### config.mk
export PLATFORM = sky130hd
export DESIGN_NAME = mem_portb_arbiter
export DESIGN_NICKNAME = d
export VERILOG_FILES = /design/src/rtl/mem_portb_arbiter.sv
export SDC_FILE = /design/constraint.sdc
export NUM_CORES = 1
export LEC_CHECK = 0
export BUFFER_PORTS_ARGS = -buffer_cell sky130_fd_sc_hd__buf_4
export CAP_MARGIN = 20
export CORE_AREA = 5 5 124 114
export DETAILED_ROUTE_END_ITERATION = 8
export DIE_AREA = 0 0 129 119
export GPL_TIMING_DRIVEN = 0
export PLACE_DENSITY = 0.84
export SETUP_SLACK_MARGIN = 0.15
export SLEW_MARGIN = 20
export SYNTH_ARGS = -nofsm -noshare
export SYNTH_HDL_FRONTEND = slang
export SYNTH_SLANG_ARGS = --single-unit
### constraint.sdc
create_clock -name clk -period 3.2 [get_ports clk]
set_input_delay 0.48 -clock clk [delete_from_list [all_inputs] [get_ports clk]]
set_output_delay 0.48 -clock clk [all_outputs]
set_load 0.01 [all_outputs]
### src/rtl/mem_portb_arbiter.sv
// mem_portb_arbiter: shares data-memory port B between the CPU and the UART loader.
// Optional MMIO_PROTECT_EN rejects loader accesses to the 0xFFFF_xxxx MMIO window.
module mem_portb_arbiter #(
    parameter int DATA_W     = 32,
    parameter int STARVE_MAX = 8
) (
    input  logic              clk,
    input  logic              rst_n,
    input  logic              cpu_req,
    input  logic              cpu_we,
    input  logic [DATA_W-1:0] cpu_addr,
    input  logic [DATA_W-1:0] cpu_wdata,
    output logic              cpu_gnt,
    output logic              cpu_rvalid,
    output logic [DATA_W-1:0] cpu_rdata,
    input  logic              ldr_req,
    input  logic              ldr_we,
    input  logic              ldr_lock,
    input  logic [DATA_W-1:0] ldr_addr,
    input  logic [DATA_W-1:0] ldr_wdata,
    output logic              ldr_gnt,
    output logic              ldr_rvalid,
    output logic [DATA_W-1:0] ldr_rdata,
    output logic              ldr_err,
    output logic [DATA_W-1:0] mem_addr,
    output logic [DATA_W-1:0] mem_wdata,
    output logic              mem_we,
    input  logic [DATA_W-1:0] mem_rdata
);
    typedef enum logic [1:0] {S_IDLE, S_CPU, S_LDR, S_LDR_BURST} state_t;

    localparam logic [7:0] SMAX = 8'(STARVE_MAX);

    state_t     state, state_nxt;
    logic [7:0] starve_cnt, starve_nxt;
    logic       cpu_win, ldr_win, ldr_prot, err_q;

`ifdef MMIO_PROTECT_EN
    assign ldr_prot = ldr_addr[DATA_W-1 -: 16] == 16'hFFFF;
`else
    assign ldr_prot = 1'b0;
`endif

    // Burst priority only holds while the loader keeps both req and lock up.
    always_comb begin
        cpu_win    = cpu_req && (starve_cnt == SMAX ||
                     !(state == S_LDR_BURST && ldr_req && ldr_lock));
        ldr_win    = ldr_req && !cpu_win;
        state_nxt  = cpu_win ? S_CPU : ldr_win ? (ldr_lock ? S_LDR_BURST : S_LDR) : S_IDLE;
        starve_nxt = (!cpu_req || cpu_win) ? 8'd0 :
                     (starve_cnt == SMAX) ? starve_cnt : starve_cnt + 8'd1;
    end

    always_ff @(posedge clk or negedge rst_n) begin
        if (!rst_n) begin
            state      <= S_IDLE;
            starve_cnt <= 8'd0;
        end else begin
            state      <= state_nxt;
            starve_cnt <= starve_nxt;
        end
    end

    always_ff @(posedge clk or negedge rst_n) begin
        if (!rst_n) begin
            cpu_gnt    <= 1'b0;
            ldr_gnt    <= 1'b0;
            err_q      <= 1'b0;
            mem_we     <= 1'b0;
            mem_addr   <= '0;
            mem_wdata  <= '0;
            cpu_rvalid <= 1'b0;
            ldr_rvalid <= 1'b0;
            ldr_err    <= 1'b0;
            cpu_rdata  <= '0;
            ldr_rdata  <= '0;
        end else begin
            cpu_gnt    <= cpu_win;
            ldr_gnt    <= ldr_win;
            err_q      <= ldr_win && ldr_prot;
            mem_we     <= cpu_win ? cpu_we : (ldr_win && !ldr_prot && ldr_we);
            if (cpu_win) begin
                mem_addr  <= cpu_addr;
                mem_wdata <= cpu_wdata;
            end else if (ldr_win && !ldr_prot) begin
                mem_addr  <= ldr_addr;
                mem_wdata <= ldr_wdata;
            end
            cpu_rvalid <= cpu_gnt;
            ldr_rvalid <= ldr_gnt;
            ldr_err    <= ldr_gnt && err_q;
            if (cpu_gnt) cpu_rdata <= mem_rdata;
            if (ldr_gnt) ldr_rdata <= err_q ? '0 : mem_rdata;
        end
    end
endmodule
* Word-level counts from Yosys, hierarchy flattened
Cells that the tools add are included.
** Word-level totals
- Flip-flop bits (word level) :: 143
- Word-level logic and storage cells :: 36
** Cells by class
- Eq/ne operators :: 3
- Muxes and demuxes :: 10
- Reduce and logical (&&, ||, !) cells :: 11
- $add $sub $neg :: 1
** Operators with widths (number)
- $mux 32 :: 4
- $mux 8 :: 2
- $add 8x1->8 const B :: 1
- $eq 8x4->1 const B :: 1
- $logic_and 1x1->1 :: 5
- $mux 2 :: 2
- $logic_not 1->1 :: 3
- $eq 2x2->1 const B :: 1
- $logic_or 1x1->1 :: 2
- $mux 1 :: 2
- $ne 2x2->1 const B :: 1
- $reduce_bool 2->1 :: 1

* Longest topological paths before layout
Gate-level depths: netlist of run 1.
- Word-level depth :: 10
- Mapped depth :: 7
- Gate-level depth less buffers :: 5

* Least setup slack after synthesis of run 1
OpenSTA, ideal clock, no wires.
- Path kind :: register -> register
- Start :: reg starve_cnt[0]
- End :: reg mem_addr[15]
- Library setup time :: 0.125 ns
- Buffers on the path :: 2
- Arrival :: 2.023 ns
- Setup slack :: 1.052 ns
- Cell stages (with the launch flop) :: 8
- Cell sequence :: dfrtp_1 > inv_1 > ha_1 > or4b_1 > o32a_1 > buf_6 > buf_6 > mux2_4
** On the way
- Longest elaborated chain between the ends :: 6
- Elaborated cells on any way between the ends :: 7
** Ends and longest elaborated chain
- from (decl) :: line 35 : logic [7:0] starve_cnt, starve_nxt;
- from (signal assigned) :: line 60 : starve_cnt <= starve_nxt;
- $eq 8x4->1 (*) :: line 46 : cpu_win = cpu_req && (starve_cnt == SMAX ||
- $logic_or 1x1->1 (*) :: line 46
- $logic_and 1x1->1 (*) :: line 46
- $logic_not 1->1 :: line 48 : ldr_win = ldr_req && !cpu_win;
- $logic_and 1x1->1 :: line 48
- $reduce_bool 2->1 (no source line)
- to (signal assigned) :: line 83 : mem_addr <= cpu_addr;
- to (signal assigned) :: line 86 : mem_addr <= ldr_addr;
- to (decl) :: line 25 : output logic [DATA_W-1:0] mem_addr,
Mark *: on every way between the ends. The rest lies on a longest branch, timed or not.
A chain may end at the register's enable or synchronous reset.

* Final worst setup path of run 1
- Start :: reg starve_cnt[1]
- End :: reg mem_addr[16]
The elaborated chain is that of the path after synthesis.

==> impl_metrics.toml, run 1 <==
[cts]
post_cts_resized = 0
clockRootBuffer = "clkbuf_16"
postCtsHoldBufs = 0
ctsHtreeMaxLevel = 4
cts_setup_buffers = 0
cts.clk_slew.worst_paths_ns = 0.06
clk-insertion-delay-late_ns = 0.41
cts_tree = "built"
numCtsBuffers = 17
cts.sinks = 143
cts_buffer_depth = 2

[routing]
drc = 0
drtAntennaViolNets = 0
drt_iter0_drc = 161
first_pass_iters = 4
avgRoutedWirePerCell_um = 19.2
vias = 4507
wl_mm = 17.2
viasPerCell = 5.04

[logic_synthesis]
synth_nets = 572
netlist_top_cells_area = "dfrtp_1, mux2_2, mux2_4, buf_6, buf_1"
yosys-top-cells-count = "mux2_2, dfrtp_1, mux2_4, buf_1, clkbuf_1"
synth.most_common_cell = "mux2_2"
synth_top_area_share_pct = 57.9
postSynth.asyncResetShare_pct = 100
syn_avg_cell_area_um2 = 15.3
syn_area_um2 = 6180
syn_inst = 403
synth_top_area_cell = "dfrtp_1"
synth.distinct_cells = 28
ys_seq_elements = 143
synth-main-ff-cell = "dfrtp_1"
ys_seq_area_share_pct = 57.9
synth.yosys.warnings = 0
synth_edf_count = 0

[cells_and_area]
nets = 890
design_area_um2 = 9280
fill_cells = 839
area.growth.synth_to_final_pct = 50.1
antennaDiodeCount = 0
fin_cells = 895
layout-drive-gt1-share_pct = 72.1

[sta]
tns_ns = 0
worstMarginPinSlew_ns = 1.00
post-route-period-util_pct = 74.3
relSlewSlack_pct = 32.0
slew_violations = 0
final.min_clock_period_ns = 2.38
rsz0062_at_grt = "false"
hold_violations = 0
fmax_mhz = 420
fin_ws_ns = 0.821
skew_ns = 0.00791
setup_violations = 0
worst_hold_slack_ns = 0.0197

[setup_path]
startpoint_type = "flop"
r2r-end = "mem_addr[16]$_DFFE_PN0P_"
reg2reg_depth = 7
end_kind = "flop"
worstSetupPathType = "reg -> reg"
cp_data_required_time_ns = 3.50
r2r_start = "starve_cnt[1]$_DFFE_PN0P_"
cp.arrival_ns = 2.67
r2r_setup_slack_ns = 0.82
cp_max_fo = 10

[floorplan]
die_h_um = 119
start_util_pct = 49.1
die_area_um2 = 15400
core_um2 = 12600
boundaryPins = 301
die_width_um = 129
fp-row-count = 39

[global_routing]
grtUsageTotal_pct = 22.6
grt-ovfl-total = 0
antenna_found_initial = 0
grt_pass1_vias = 5091
grt_pass1_wl_mm = 26.9
grt_max_degree = 74

[power_and_ir_drop]
ir_worst_vdd_mv = 0.381
leakagePower_nw = 4.40
switching_share_pct = 23.8
pwr-share-clk_pct = 39.5
p_sw_mw = 1.24
p_seq_share_pct = 40.7
p_comb_share_pct = 19.9
p_int_mw = 3.98
powerDensity_nw_per_um2 = 563

[worst_hold_path]
hp-class = "in -> async"

[placement]
io_buffer_count = 298
dp_hpwl_mm = 13.6
place_inst = 866
place_area_um2 = 8660
dpl_worst_slack_ns = 0.672
routabilityCongestion = 0.860

[flow_run]
drv_cap = 0

[run_status]
status = "complete, no violations"
[registers in the layout (all words and copies together), names as in the netlist]
| signal | cells |
|---|---|
| mem_addr | 32 |
| mem_we | 1 |
| cpu_rvalid | 1 |
| ldr_rdata | 32 |
| ldr_gnt | 1 |
| starve_cnt | 8 |
| mem_wdata | 32 |
| cpu_rdata | 32 |
| ldr_rvalid | 1 |
| cpu_gnt | 1 |
| state | 2 |
[worst max-delay path: stages (launching register included)]
cell and delay, ns:
dfrtp_1 0.43, inv_1 0.08, ha_1 0.12, or4b_1 0.48, o32a_1 0.48, buf_6 0.19
buf_6 0.16, mux2_4 0.31
[metrics by stage]
step	total power, mW	util (%)
finish	5.23	73.7
global route	5.44	73.7
CTS	5.28	73.7
detailed placement	3.21	68.8
global placement	3.15	68.5
floorplan	2.59	-
[cell type report]
class	count	area, um2	share of cell area, %
inverters	6	22.5	0.243
well taps	164	205	2.21
repair buffers	299	2270	24.5
clock buffers	20	457	4.92
multi-input cells	230	2460	26.5
clock inverters	9	160	1.73
flip-flops and latches	143	3580	38.6
plain buffers	24	121	1.31
[cells by family after synthesis]
logic type / Yosys count / share of synthesized area [%]
other cells: 1 / 0.0607
xor+xnor: 3 / 0.425
fa+ha+maj: 2 / 0.405
flops: 143 / 57.9
simple gates: 23 / 1.96
buf+inv: 30 / 2.33
mux: 193 / 36.1
compound gates: 8 / 0.830
[worst max-delay path by stage]
stage	startpoint	endpoint	slack, ns	cells past startpoint
finish	starve_cnt[1]$_DFFE_PN0P_	mem_addr[16]$_DFFE_PN0P_	0.82	7
CTS	starve_cnt[0]$_DFFE_PN0P_	mem_addr[16]$_DFFE_PN0P_	0.81	7
floorplan	starve_cnt[0]$_DFFE_PN0P_	mem_addr[15]$_DFFE_PN0P_	1.05	7
global route	starve_cnt[0]$_DFFE_PN0P_	mem_addr[16]$_DFFE_PN0P_	0.74	7
detailed placement	ldr_req	mem_addr[19]$_DFFE_PN0P_	0.67	5
global placement	ldr_req	mem_addr[26]$_DFFE_PN0P_	0.70	5
[power groups by stage]
stage / Combinational (mW) / Clock [mW] / Sequential [mW]
CTS: 1.06 / 2.10 / 2.13
floorplan: 0.354 / 0 / 2.23
detailed placement: 1.05 / 0 / 2.15
global route: 1.11 / 2.18 / 2.15
global placement: 1.01 / 0 / 2.14
finish: 1.04 / 2.06 / 2.13
[per-layer routing]
metal	share of wire (%)	track usage, %	up-vias	wire, um
li1	-	-	2070	-
met1	36	25.6	2198	6120
met2	52	39.2	205	8970
met3	9.5	7.43	34	1630
met4	2.8	9.06	0	481
met5	0	0	-	0
[layout by cell type (no fill, tap or decap)]
master,Yosys,routed
or3_1,2,2
dfrtp_1,143,143
nor2_1,5,5
mux2i_1,1,1
bufinv_16,0,4
o21ai_0,2,2
clkinvlp_4,0,3
buf_1,8,8
or4b_1,1,1
nand2_1,5,5
inv_6,0,1
o31ai_1,1,1
mux2_2,176,176
clkbuf_1,8,9
a21oi_1,3,3
clkbuf_16,0,17
xor2_1,2,2
and2_1,2,2
nand2b_1,2,2
clkbuf_8,0,2
buf_4,1,298
o311ai_1,1,1
o32a_1,1,1
buf_8,0,1
xnor2_1,1,1
buf_6,3,3
ha_1,2,2
and4_1,1,1
buf_16,0,1
conb_1,1,1
clkinv_4,0,1
or4_1,1,1
buf_2,4,4
nand3_1,4,4
inv_1,6,6
mux2_4,16,16
Note: power is estimated with default switching activity, not from simulation.
==> run 2, diff against run 1 <==
CORE_AREA = 5 5 134 124   (was 5 5 124 114)
DIE_AREA = 0 0 139 129   (was 0 0 129 119)
PLACE_DENSITY = 0.76   (was 0.84)
clock period = 2 ns   (was 3.2 ns; I/O delays follow)
==> run 2 against run 1 <==
- register-to-register slack worse by 0.92 ns
- final area up 2.6%
- worst setup slack lost 0.92 ns
- via count up 0.64%
- count of clock-buffer cells in the layout fell by 3
- highest routed layer unchanged
- non-clock buffer count increased by 11
- first-iteration DRC count decreased by 28%
- sequential power up 59%
- the flow now finishes with violations (negative setup slack)
- largest cell class unchanged
- clock power increased by 54%
- hold slack improved by 0.083 ns
- die area grew 17%
==> impl_metrics.toml, run 2 (synthesized netlist as in run 1, its figures left out) <==
[setup_path]
startpoint_type = "flop"
end_kind = "flop"
worstSetupPathType = "reg -> reg"
cp.arrival_ns = 2.39
path_buf_inv = 3
critical_path.top_delay_family = "simple AND/OR/NAND/NOR gates"
cp_max_fo = 10
cp_slowest_cell = "or4b_4"
worstPathCellList = "inv_1, ha_1, or4b_4, o32a_1, buf_6, buf_8, mux2_2"
cp_data_required_time_ns = 2.29
max_stage_delay_ns = 0.45

[global_routing]
grt_pass1_wl_mm = 26.8
grt-ovfl-total = 0
grt_util_met3_pct = 7.51
antenna_found_initial = 0
busiest_layer = "met2"
grtUsageTotal_pct = 19.2
grt_max_degree = 80
grt_pass1_vias = 4991
grt_use_met2_pct = 33.5
globalRouteMet1Util_pct = 21.3

[sta]
hold_violations = 0
worst_hold_slack_ns = 0.103
skew_ns = 0.00915
fin_ws_ns = -0.0947
relSlewSlack_pct = 57.3
fmax_mhz = 477
worstMarginPinSlew_ns = 0.640
rsz0062_at_grt = "true"
slew_violations = 0
post-route-period-util_pct = 105
setup_violations = 64
final.min_clock_period_ns = 2.09

[run_status]
violations = "negative setup slack"
status = "finished with violations"

[routing]
viasPerCell = 4.79
drtAntennaViolNets = 0
avgRoutedWirePerCell_um = 18.3
wl_mm = 17.3
drt_iter0_drc = 116
vias = 4536
drc = 0
first_pass_iters = 4

[power_and_ir_drop]
pwr-share-clk_pct = 38.4
p_sw_mw = 2.13
p_comb_share_pct = 20.6
p_int_mw = 6.14
leakagePower_nw = 4.49
finalPower_mw = 8.28
switching_share_pct = 25.8
p_seq_share_pct = 41.0
ir_worst_vdd_mv = 0.552
powerDensity_nw_per_um2 = 870

[cts]
clockRootBuffer = "clkbuf_16"
cts.clk_slew.worst_paths_ns = 0.06
cts_tree = "built"
clk-insertion-delay-late_ns = 0.41
numCtsBuffers = 17
cts_buffer_depth = 2
ctsHtreeMaxLevel = 4
cts.sinks = 143

[floorplan]
die_area_um2 = 17900
core_um2 = 15100
fp-row-count = 43
boundaryPins = 301
start_util_pct = 41.0
die_h_um = 129
die_width_um = 139

[cells_and_area]
final_common_cell = "buf_4"
nets = 901
area.growth.synth_to_final_pct = 53.9
layout-drive-gt1-share_pct = 73.0
most-common-layout-cells = "buf_4, mux2_2, dfrtp_1, clkbuf_16, mux2_4"
antennaDiodeCount = 0
design_area_um2 = 9510

[worst_hold_path]
hp-class = "in -> reg"

[placement]
dp_hpwl_mm = 13.4
routabilityCongestion = 0.793
place_area_um2 = 8710
io_buffer_count = 298

[flow_run]
drv_cap = 0
run 2: metrics by stage:
step / util (%) / TNS (ns) / instances / setup slack [ns]
floorplan: - / -1.37 / 403 / -0.0873
global placement: 57.6 / -14.01 / 903 / -0.451
detailed placement: 57.8 / -14.63 / 904 / -0.434
CTS: 62.4 / -7.91 / 942 / -0.134
global route: 63.2 / -8.66 / 947 / -0.151
finish: 63.2 / -4.30 / 947 / -0.0947
run 2: path summary, 6_finish.rpt:
path | cells past startpoint | slack (ns) | end | startpoint
setup / recovery | 7 | -0.09 | mem_wdata[19]$_DFFE_PN0P_ | starve_cnt[0]$_DFFE_PN0P_
hold / removal | 3 | 0.10 | state[0]$_DFF_PN0_ | ldr_lock
setup reg to reg | 7 | -0.09 | mem_wdata[19]$_DFFE_PN0P_ | starve_cnt[0]$_DFFE_PN0P_
hold reg to reg | 0 | 0.42 | ldr_rvalid$_DFF_PN0_ | ldr_gnt$_DFF_PN0_
max in group asynchronous | 3 | 0.78 | mem_addr[21]$_DFFE_PN0P_ | rst_n
min in group asynchronous | 2 | 0.49 | mem_wdata[16]$_DFFE_PN0P_ | rst_n
run 2: layout make-up:
cell class / count / area [um2]
multi-input combinational: 230 / 2480
fill: 1191 / 5550
sequential: 143 / 3580
inverter: 6 / 22.5
tap: 202 / 253
clock inverter: 15 / 171
timing repair buffer: 310 / 2400
buffer: 24 / 179
clock buffer: 17 / 425
run 2: routing by layer:
layer	part of all wire [%]	routed length [um]
met1	38	6540
met2	51	8910
met5	0	0
met4	2.8	484
met3	8.0	1390
run 2: worst min-delay path, stage by stage:
cell     delay, ns
buf_4         0.08
nand2_1       0.04
nand2_1       0.05
run 2: repair_timing:
item                                    CTS  global route
hold buffers                              1             0
buffers inserted                          5             3
hold endpoints to repair                 78             0
gates cloned                              0             2
endpoints found under the setup margin   76            76
resized for setup                        12             8
pin swaps                                 1             2
run 2: power groups by stage:
| stage | Clock [mW] | Sequential (mW) | Combinational [mW] |
|---|---|---|---|
| 6_report | 3.18 | 3.39 | 1.70 |
| 5_1_grt | 3.38 | 3.44 | 1.83 |
| 4_1_cts | 3.26 | 3.40 | 1.71 |
| 3_5_place_dp | 0 | 3.45 | 1.68 |
| 3_3_place_gp | 0 | 3.43 | 1.63 |
| 2_1_floorplan | 0 | 3.57 | 0.568 |
